--- src/rtl/reaction_pkg.sv ---
// Shared definitions for the reaction timer.
//   state_t         : trial FSM states
//   DELAY_W, RT_W   : widths of the pre-stimulus delay counter and the reaction count
//   DEF_MIN_DELAY   : default fixed pre-stimulus delay (timer_clk cycles, ms)
//   DEF_MAX_RT      : default saturation/timeout value of the reaction count
package reaction_pkg;

    typedef enum logic [2:0] {
        IDLE,
        WAIT,
        REACT,
        DONE,
        EARLY
    } state_t;

    localparam int DELAY_W       = 12;
    localparam int RT_W          = 14;
    localparam int DEF_MIN_DELAY = 1000;
    localparam int DEF_MAX_RT    = 9999;

endpackage

--- src/rtl/edge_detect.sv ---
// Rising-edge detector for a level that is already synchronous to clk.
//   clk   : block clock
//   reset : asynchronous active-high reset
//   level : sampled level input
//   rise  : high in the cycle where level is high and was low on the previous edge
module edge_detect (
    input  logic clk,
    input  logic reset,
    input  logic level,
    output logic rise
);

    logic level_q;

    always_ff @(posedge clk or posedge reset) begin
        if (reset) begin
            level_q <= 1'b0;
        end else begin
            level_q <= level;
        end
    end

    // Combinational against the registered copy so the edge is seen in the
    // same cycle the level first goes high.
    assign rise = level & ~level_q;

endmodule

--- src/rtl/reaction_timer.sv ---
// Reaction timer: after start, waits MIN_DELAY + rnd_cnt cycles, lights the
// lamp, then counts cycles until the stop button is pressed (or MAX_RT).
//   timer_clk : 1 kHz block clock
//   reset     : asynchronous active-high reset
//   start     : trial-start button (level)
//   stop      : reaction button (level)
//   rnd_cnt   : free-running random counter, sampled when a trial starts
//   led       : stimulus lamp, high in REACT
//   rt_ms     : latched reaction time, valid while rt_valid
//   rt_valid  : high in DONE
//   early     : high in EARLY (stop pressed before stimulus)
//   timeout   : high in DONE when the count ran out instead of a stop edge
//   busy      : high in WAIT or REACT
module reaction_timer
    import reaction_pkg::*;
#(
    parameter int MIN_DELAY = DEF_MIN_DELAY,
    parameter int MAX_RT    = DEF_MAX_RT
) (
    input  logic             timer_clk,
    input  logic             reset,
    input  logic             start,
    input  logic             stop,
    input  logic [10:0]      rnd_cnt,
    output logic             led,
    output logic [RT_W-1:0]  rt_ms,
    output logic             rt_valid,
    output logic             early,
    output logic             timeout,
    output logic             busy
);

    localparam logic [DELAY_W-1:0] MIN_DELAY_V = DELAY_W'(MIN_DELAY);
    localparam logic [RT_W-1:0]    MAX_RT_V    = RT_W'(MAX_RT);

    // Count never passes MAX_RT, so it can never wrap.
    function automatic logic [RT_W-1:0] sat_inc(input logic [RT_W-1:0] v);
        return (v >= MAX_RT_V) ? MAX_RT_V : v + RT_W'(1);
    endfunction

    state_t              state, state_nxt;
    logic [DELAY_W-1:0]  delay_cnt, delay_nxt;
    logic [RT_W-1:0]     rt_cnt, rt_cnt_nxt;
    logic [RT_W-1:0]     rt_ms_r, rt_ms_nxt;
    logic                to_r, to_nxt;
    logic                start_rise, stop_rise;

    edge_detect u_start_edge (
        .clk   (timer_clk),
        .reset (reset),
        .level (start),
        .rise  (start_rise)
    );

    edge_detect u_stop_edge (
        .clk   (timer_clk),
        .reset (reset),
        .level (stop),
        .rise  (stop_rise)
    );

    always_ff @(posedge timer_clk or posedge reset) begin
        if (reset) begin
            state     <= IDLE;
            delay_cnt <= '0;
            rt_cnt    <= '0;
            rt_ms_r   <= '0;
            to_r      <= 1'b0;
        end else begin
            state     <= state_nxt;
            delay_cnt <= delay_nxt;
            rt_cnt    <= rt_cnt_nxt;
            rt_ms_r   <= rt_ms_nxt;
            to_r      <= to_nxt;
        end
    end

    always_comb begin
        state_nxt  = state;
        delay_nxt  = delay_cnt;
        rt_cnt_nxt = rt_cnt;
        rt_ms_nxt  = rt_ms_r;
        to_nxt     = to_r;
        case (state)
            IDLE, DONE, EARLY: begin
                // rnd_cnt is sampled once here; later changes do not affect the trial.
                if (start_rise) begin
                    delay_nxt = MIN_DELAY_V + {1'b0, rnd_cnt};
                    state_nxt = WAIT;
                end
            end
            WAIT: begin
                // Level, not edge: a stop still held from a previous trial is early too.
                if (stop) begin
                    state_nxt = EARLY;
                end else if (delay_cnt == '0) begin
                    rt_cnt_nxt = '0;
                    state_nxt  = REACT;
                end else begin
                    delay_nxt = delay_cnt - DELAY_W'(1);
                end
            end
            REACT: begin
                // A stop edge on the final count still counts as a real response.
                if (stop_rise) begin
                    rt_ms_nxt = rt_cnt;
                    to_nxt    = 1'b0;
                    state_nxt = DONE;
                end else if (rt_cnt == MAX_RT_V) begin
                    rt_ms_nxt = MAX_RT_V;
                    to_nxt    = 1'b1;
                    state_nxt = DONE;
                end else begin
                    rt_cnt_nxt = sat_inc(rt_cnt);
                end
            end
            default: begin
                state_nxt = IDLE;
            end
        endcase
    end

    assign led      = (state == REACT);
    assign busy     = (state == WAIT) || (state == REACT);
    assign rt_valid = (state == DONE);
    assign early    = (state == EARLY);
    assign timeout  = (state == DONE) && to_r;
    assign rt_ms    = rt_ms_r;

endmodule
--- config.mk ---
export PLATFORM = sky130hd
export DESIGN_NAME = reaction_timer
export DESIGN_NICKNAME = d
export VERILOG_FILES = /design/src/rtl/reaction_pkg.sv /design/src/rtl/edge_detect.sv /design/src/rtl/reaction_timer.sv
export SDC_FILE = /design/constraint.sdc
export NUM_CORES = 1
export LEC_CHECK = 0
export CAP_MARGIN = 10
export CORE_MARGIN = 2
export CORE_UTILIZATION = 45
export DETAILED_ROUTE_END_ITERATION = 10
export GPL_TIMING_DRIVEN = 0
export HOLD_SLACK_MARGIN = 0.06
export PLACE_DENSITY = 0.67
export SYNTH_ARGS = -nofsm -noshare
export SYNTH_HDL_FRONTEND = slang
export SYNTH_SLANG_ARGS = --single-unit
--- constraint.sdc ---
create_clock -name timer_clk -period 4.2 [get_ports timer_clk]
set_clock_uncertainty 0.15 [all_clocks]
set_input_delay 0.84 -clock timer_clk [delete_from_list [all_inputs] [get_ports timer_clk]]
set_output_delay 0.84 -clock timer_clk [all_outputs]
set_load 0.02 [all_outputs]
==> flow_summary.json, run 1 <==
{
  "setup_viol": 0,
  "holdPathStages": 2,
  "path_common_cell": "clkbuf_1",
  "synth.avg_cell_area_sq_um": 8.89,
  "io_buffer_count": 33,
  "clock_latency_ps": 290,
  "dieArea_sq_um": 6540,
  "reg2reg_setup_slack_ps": 1760,
  "synth_most_common_cell": "dfrtp_1",
  "slew_viol_final": 0,
  "nNetsFinal": 359,
  "place_congestion": 0.865,
  "cp.required_ps": 3210,
  "vias": 2325,
  "rsz0062_at_grt": "false",
  "critPathCaptureType": "output pin",
  "synth_common_cells": "dfrtp_1 (46), nand2_1 (38), nor2_1 (31)",
  "path_max_fanout": 10,
  "coreArea_sq_um": 5610,
  "critPathLaunchType": "register",
  "yosys.area.top_type": "dfrtp_1",
  "grt_start_max_net_pins": 29,
  "grt_pass1_vias": 2208,
  "hp-start": "rt_ms[6]",
  "startpoint": "state[1]",
  "fillerInstances": 532,
  "crit_path_max_incr_delay_ps": 550,
  "cts_setup_buffers": 0,
  "totalWireLength_um": 5870,
  "preCtsSetupSlack_ps": 1010,
  "start_util": 0.474,
  "synth_area_sq_um": 2660,
  "fp-row-count": 27,
  "synthCells": 299,
  "via_per_inst": 5.63,
  "status": "complete, no violations",
  "gr-total-overflow": 0,
  "tritoncts": "done",
  "setup_tns_ps": 0,
  "min_period_over_period": 0.814,
  "wire_per_inst_um": 14.2,
  "ios": 34,
  "period_needed_ps": 3420,
  "drive_above_1_share": 0.0850,
  "synth-xor-area-share": 0.0198,
  "worstRegToRegCells": 7,
  "htreeDepth": 2,
  "firstDrtPassIters": 4,
  "synth.top_cells.by_area": "dfrtp_1 (43%), nand2_1 (5.4%), nor2_1 (4.4%)",
  "synth.distinct_cells": 58,
  "synth-compound-area-share": 0.222,
  "muxShareOfSynthArea": 0.00847,
  "worst_pin_slew_ps": 691,
  "worstReg2RegEnd": "rt_cnt[5]",
  "numCtsBuffers": 5,
  "antenna_found_initial": 0,
  "netlist.area_leader.share": 0.433,
  "synth_top_family_by_area": "simple AND/OR/NAND/NOR gates",
  "yosysWarnings": 0,
  "drc_errors": 0,
  "fmaxAchievable_mhz": 292,
  "powerDensity_nw_per_um2": 559,
  "synth_adder_area_share": 0.0188,
  "worstSetupPathType": "register to output pin",
  "antenna_cells": 0,
  "ys_seq_area_frac": 0.433,
  "hold_violations": 0,
  "die_h_um": 80.9,
  "place_hpwl_um": 4460,
  "leakage_uw": 0.00139,
  "synth_edf_count": 0,
  "worst_slack_ps": 781,
  "postCtsHoldBufs": 0,
  "crit_arrival_ps": 2430,
  "drtIter0Drc": 125,
  "syn-num-nets": 318,
  "finish.utilization": 0.572,
  "grt_use_total": 0.202,
  "drv_cap": 0,
  "grt_pass1_wl_um": 10400,
  "ys.flop_type": "dfrtp_1",
  "drtAntennaViolNets": 0,
  "ir_worst_vdd_v": 0.000303,
  "die_w_um": 80.9,
  "cts.sinks": 46,
  "holdPathEnd": "rt_ms[6]",
  "rr_startpoint": "rt_cnt[0]",
  "cts.repair.resized": 0,
  "area_growth_pct": 20.7,
  "slew_headroom": 0.536,
  "yosys.area_share.simple": 0.258,
  "hold_path_class": "register to register",
  "ys_async_sr_fraction": 1.00,
  "worstPathCellList": "clkbuf_1, nand2b_1, clkbuf_1, clkbuf_1, nand2_1, clkdlybuf4s50_1",
  "crit_slowest_cell": "clkdlybuf4s50_1",
  "cts_root_buffer": "clkbuf_8",
  "synth-seq-cells": 46,
  "clk_pin_slew_worst_paths_ps": 80,
  "clockBufferDepth": 2
}
[flip-flops by register name (all words and copies together) (netlist names)]
name,count
u_stop_edge.level_q,1
rt_ms,14
to_r,1
rt_cnt,14
u_start_edge.level_q,1
delay_cnt,12
state,3
[where the power goes]
| group | total (uW) | switching [uW] | internal, uW |
|---|---|---|---|
| combinational | 812 | 473 | 338 |
| sequential | 661 | 114 | 547 |
| clock | 319 | 144 | 175 |
| total | 1790 | 732 | 1060 |
[how the worst max path moves through the flow]
stage / slack (ps) / cells past startpoint / endpoint
floorplan: 1650 / 6 / rt_cnt[7]
global placement: 1030 / 6 / rt_cnt[0]
detailed placement: 1010 / 6 / rt_cnt[0]
CTS: 750 / 6 / busy
global route: 580 / 6 / busy
finish: 780 / 6 / busy
[layer usage]
layer,track usage,part of all wire
met5,0,0
met4,0.0678,0.0037
met3,0.0311,0.043
met2,0.332,0.49
met1,0.272,0.46
[cells in the final DEF (no fill, tap or decap), drive strengths merged, types with 4 or more instances in the layout]
cell type	n
clkdlybuf4s50	33
a32o	6
buf	8
a21oi	17
a31oi	4
inv	7
nand4	4
nand3	16
nor2	32
ha	4
a211o	6
o21ai	22
nor3	19
nand2	38
a211oi	4
dfrtp	46
nand2b	6
clkbuf	13
[worst max-delay path: cells and delay by family (launching register included)]
family | cells | cell delay (ps)
AND/OR/NAND/NOR | 2 | 250
flip-flops | 1 | 370
buffers and inverters | 4 | 1510
[area by class of cell]
cell class	count	area, sq um	area share
multi-input combinational	231	1400	0.437
buffer	15	80.1	0.0250
timing repair buffer	34	350	0.109
clock buffer	5	68.8	0.0215
tap	72	90.1	0.0281
clock inverter	3	40.0	0.0125
sequential	46	1150	0.359
inverter	7	26.3	0.00819
[metrics by stage]
stage / cells / instance area (sq um) / total power, uW / hold WS (ps)
finish: 413 / 3210 / 1790 / 351
floorplan: 299 / 2660 / 1230 / 308
detailed placement: 405 / 3100 / 1480 / 334
global placement: 404 / 3080 / 1470 / 331
CTS: 413 / 3210 / 1810 / 355
global route: 413 / 3210 / 1950 / 388
[logic make-up (layout without fill, tap and decap cells)]
kind of cell             Yosys count  count (layout)
adder cells (fa/ha/maj)            4               4
flip-flops                        46              46
buffers and inverters             22              64
XOR/XNOR                           6               6
AND/OR/NAND/NOR                  134             134
multiplexers                       2               2
AO/OA/AOI/OAI                     85              85
No activity file was read; power rests on OpenSTA's default activity.
==> run 2, diff against run 1 <==
--- a/config.mk
+++ b/config.mk
@@ -11,7 +11,7 @@
 export DETAILED_ROUTE_END_ITERATION = 10
 export GPL_TIMING_DRIVEN = 0
 export HOLD_SLACK_MARGIN = 0.06
-export PLACE_DENSITY = 0.67
+export PLACE_DENSITY = 0.7
 export SYNTH_ARGS = -nofsm -noshare
 export SYNTH_HDL_FRONTEND = slang
 export SYNTH_SLANG_ARGS = --single-unit
==> constraint.sdc (replaced) <==
create_clock -name timer_clk -period 3.05 [get_ports timer_clk]
set_clock_uncertainty 0.15 [all_clocks]
set_input_delay 0.61 -clock timer_clk [delete_from_list [all_inputs] [get_ports timer_clk]]
set_output_delay 0.61 -clock timer_clk [all_outputs]
set_load 0.02 [all_outputs]
==> run 2 against run 1 <==
Combinational power grew 38%. Clock power grew 75%. Highest routed layer unchanged. Utilization grew 0.65 points. Sequential cell count is the same. Non-clock buffer count shrank 1. Hold slack lost 2.3 ps.
==> flow_summary.json, run 2 (synthesis results as in run 1) <==
{
  "slew_viol_final": 0,
  "drtAntennaViolNets": 0,
  "worstSetupPathType": "register to output pin",
  "powerDensity_nw_per_um2": 800,
  "worstReg2RegEnd": "rt_cnt[6]",
  "crit_slowest_cell": "clkdlybuf4s50_1",
  "intPower_uw": 1570,
  "met2_usage": 0.330,
  "critPathLaunchType": "register",
  "worstPathCellList": "and2b_1, nand2b_2, clkbuf_2, nand2_1, clkdlybuf4s50_1",
  "drive_above_1_share": 0.0971,
  "numCtsBuffers": 5,
  "cts.sinks": 46,
  "final_cell_mix": "dfrtp_1 (46), nand2_1 (38), clkdlybuf4s50_1 (33)",
  "dieArea_sq_um": 6540,
  "antenna_found_initial": 0,
  "min_period_over_period": 0.948,
  "clk_pin_slew_worst_paths_ps": 90,
  "leakage_uw": 0.00141,
  "io_buffer_count": 33,
  "grt_use_total": 0.197,
  "wire_per_inst_um": 14.4,
  "coreArea_sq_um": 5610,
  "status": "complete, no violations",
  "switching_share": 0.394,
  "critPathCaptureType": "output pin",
  "p_switching_uw": 1020,
  "path_max_fanout": 10,
  "crit_arrival_ps": 2130,
  "grt_pass1_vias": 2156,
  "comb_power_share": 0.433,
  "totalWireLength_um": 5950,
  "clockBufferDepth": 2,
  "hold_path_class": "input port to asynchronous set/reset pin",
  "hold_violations": 0,
  "finalPower_uw": 2600,
  "cts_root_buffer": "clkbuf_8",
  "place_hpwl_um": 4380,
  "die_w_um": 80.9,
  "worst_pin_slew_ps": 675,
  "crit_path_max_incr_delay_ps": 600,
  "fillerInstances": 514,
  "drv_cap": 0,
  "ir_worst_vdd_v": 0.000491,
  "nNetsFinal": 358,
  "grt_start_max_net_pins": 43,
  "preCtsSetupSlack_ps": 95.6,
  "gr-total-overflow": 0,
  "seqPwrFrac": 0.351,
  "worstRegToRegCells": 7,
  "place_congestion": 0.831,
  "setup_viol": 0,
  "htreeDepth": 2,
  "start_util": 0.474,
  "holdWs_ps": 349,
  "multi_input_area_sq_um": 1400,
  "seq_area_sq_um": 1150,
  "p_clk_frac": 0.215,
  "area_growth_pct": 22.0,
  "die_h_um": 80.9,
  "busiest_layer": "met2",
  "cp.required_ps": 2290,
  "tritoncts": "done",
  "reg2reg_setup_slack_ps": 570,
  "drc_errors": 0,
  "worst_slack_ps": 157,
  "vias": 2370,
  "fmaxAchievable_mhz": 346,
  "period_needed_ps": 2890,
  "grtUsageMet1": 0.261,
  "grtUsageMet3": 0.0344,
  "ios": 34,
  "final_common_cell": "dfrtp_1",
  "crit_family": "buffers and inverters",
  "via_per_inst": 5.75,
  "rsz0062_at_grt": "false",
  "cp.buffers_inverters": 2,
  "setup_tns_ps": 0,
  "firstDrtPassIters": 4,
  "grt_pass1_wl_um": 10200,
  "fp-row-count": 27,
  "drtIter0Drc": 235,
  "cts_setup_buffers": 0,
  "postCtsHoldBufs": 0,
  "rr_startpoint": "rt_cnt[0]",
  "antenna_cells": 0,
  "slew_headroom": 0.547,
  "clock_latency_ps": 300
}
## run 2: cell types whose count changed in the layout (fill, tap and decap cells not counted), sizes merged
cell,before,now
bufinv,1,2
clkinv,2,0
## run 2: final cells by class
class	instances	share of cell area
plain buffers	14	0.0247
clock buffers	6	0.0255
clock inverters	2	0.0185
inverters	7	0.00810
multi-input cells	231	0.433
flip-flops and latches	46	0.355
well taps	72	0.0278
repair buffers	34	0.108
## run 2: worst max path at each step
stage / from / end / slack [ps] / cells after the start
after floorplan: stop / rt_cnt[7] / 730 / 6
final: state[2] / busy / 160 / 5
after global routing: state[2] / busy / 20 / 5
after CTS: state[2] / busy / 70 / 5
after global placement: stop / rt_cnt[0] / 120 / 6
after detailed placement: stop / rt_cnt[0] / 100 / 6
## run 2: what timing repair did
item	4_1_cts	5_1_grt
setup endpoints to repair	1	1
resized for setup	2	3
endpoints found under the hold margin	0	0
## run 2: per-layer routing
layer  share of wire  vias to the layer above  routed length [um]
met2            0.48                       63                2850
met5               0                        -                   0
li1                -                     1172                   -
met3           0.040                        4                 240
met1            0.47                     1131                2820
met4          0.0059                        0                  35
## run 2: per-stage QoR
step / utilization / instance area, sq um / instances
global placement: 0.549 / 3080 / 404
CTS: 0.578 / 3240 / 412
floorplan: - / 2660 / 299
finish: 0.579 / 3240 / 412
detailed placement: 0.553 / 3100 / 405
global route: 0.579 / 3240 / 412
## run 2: power by group through the flow
stage	clock [uW]	sequential, uW	combinational, uW
after floorplan	0	914	785
after global placement	0	917	1100
after detailed placement	0	918	1120
after CTS	570	907	1120
after global routing	595	929	1270
final	559	912	1120
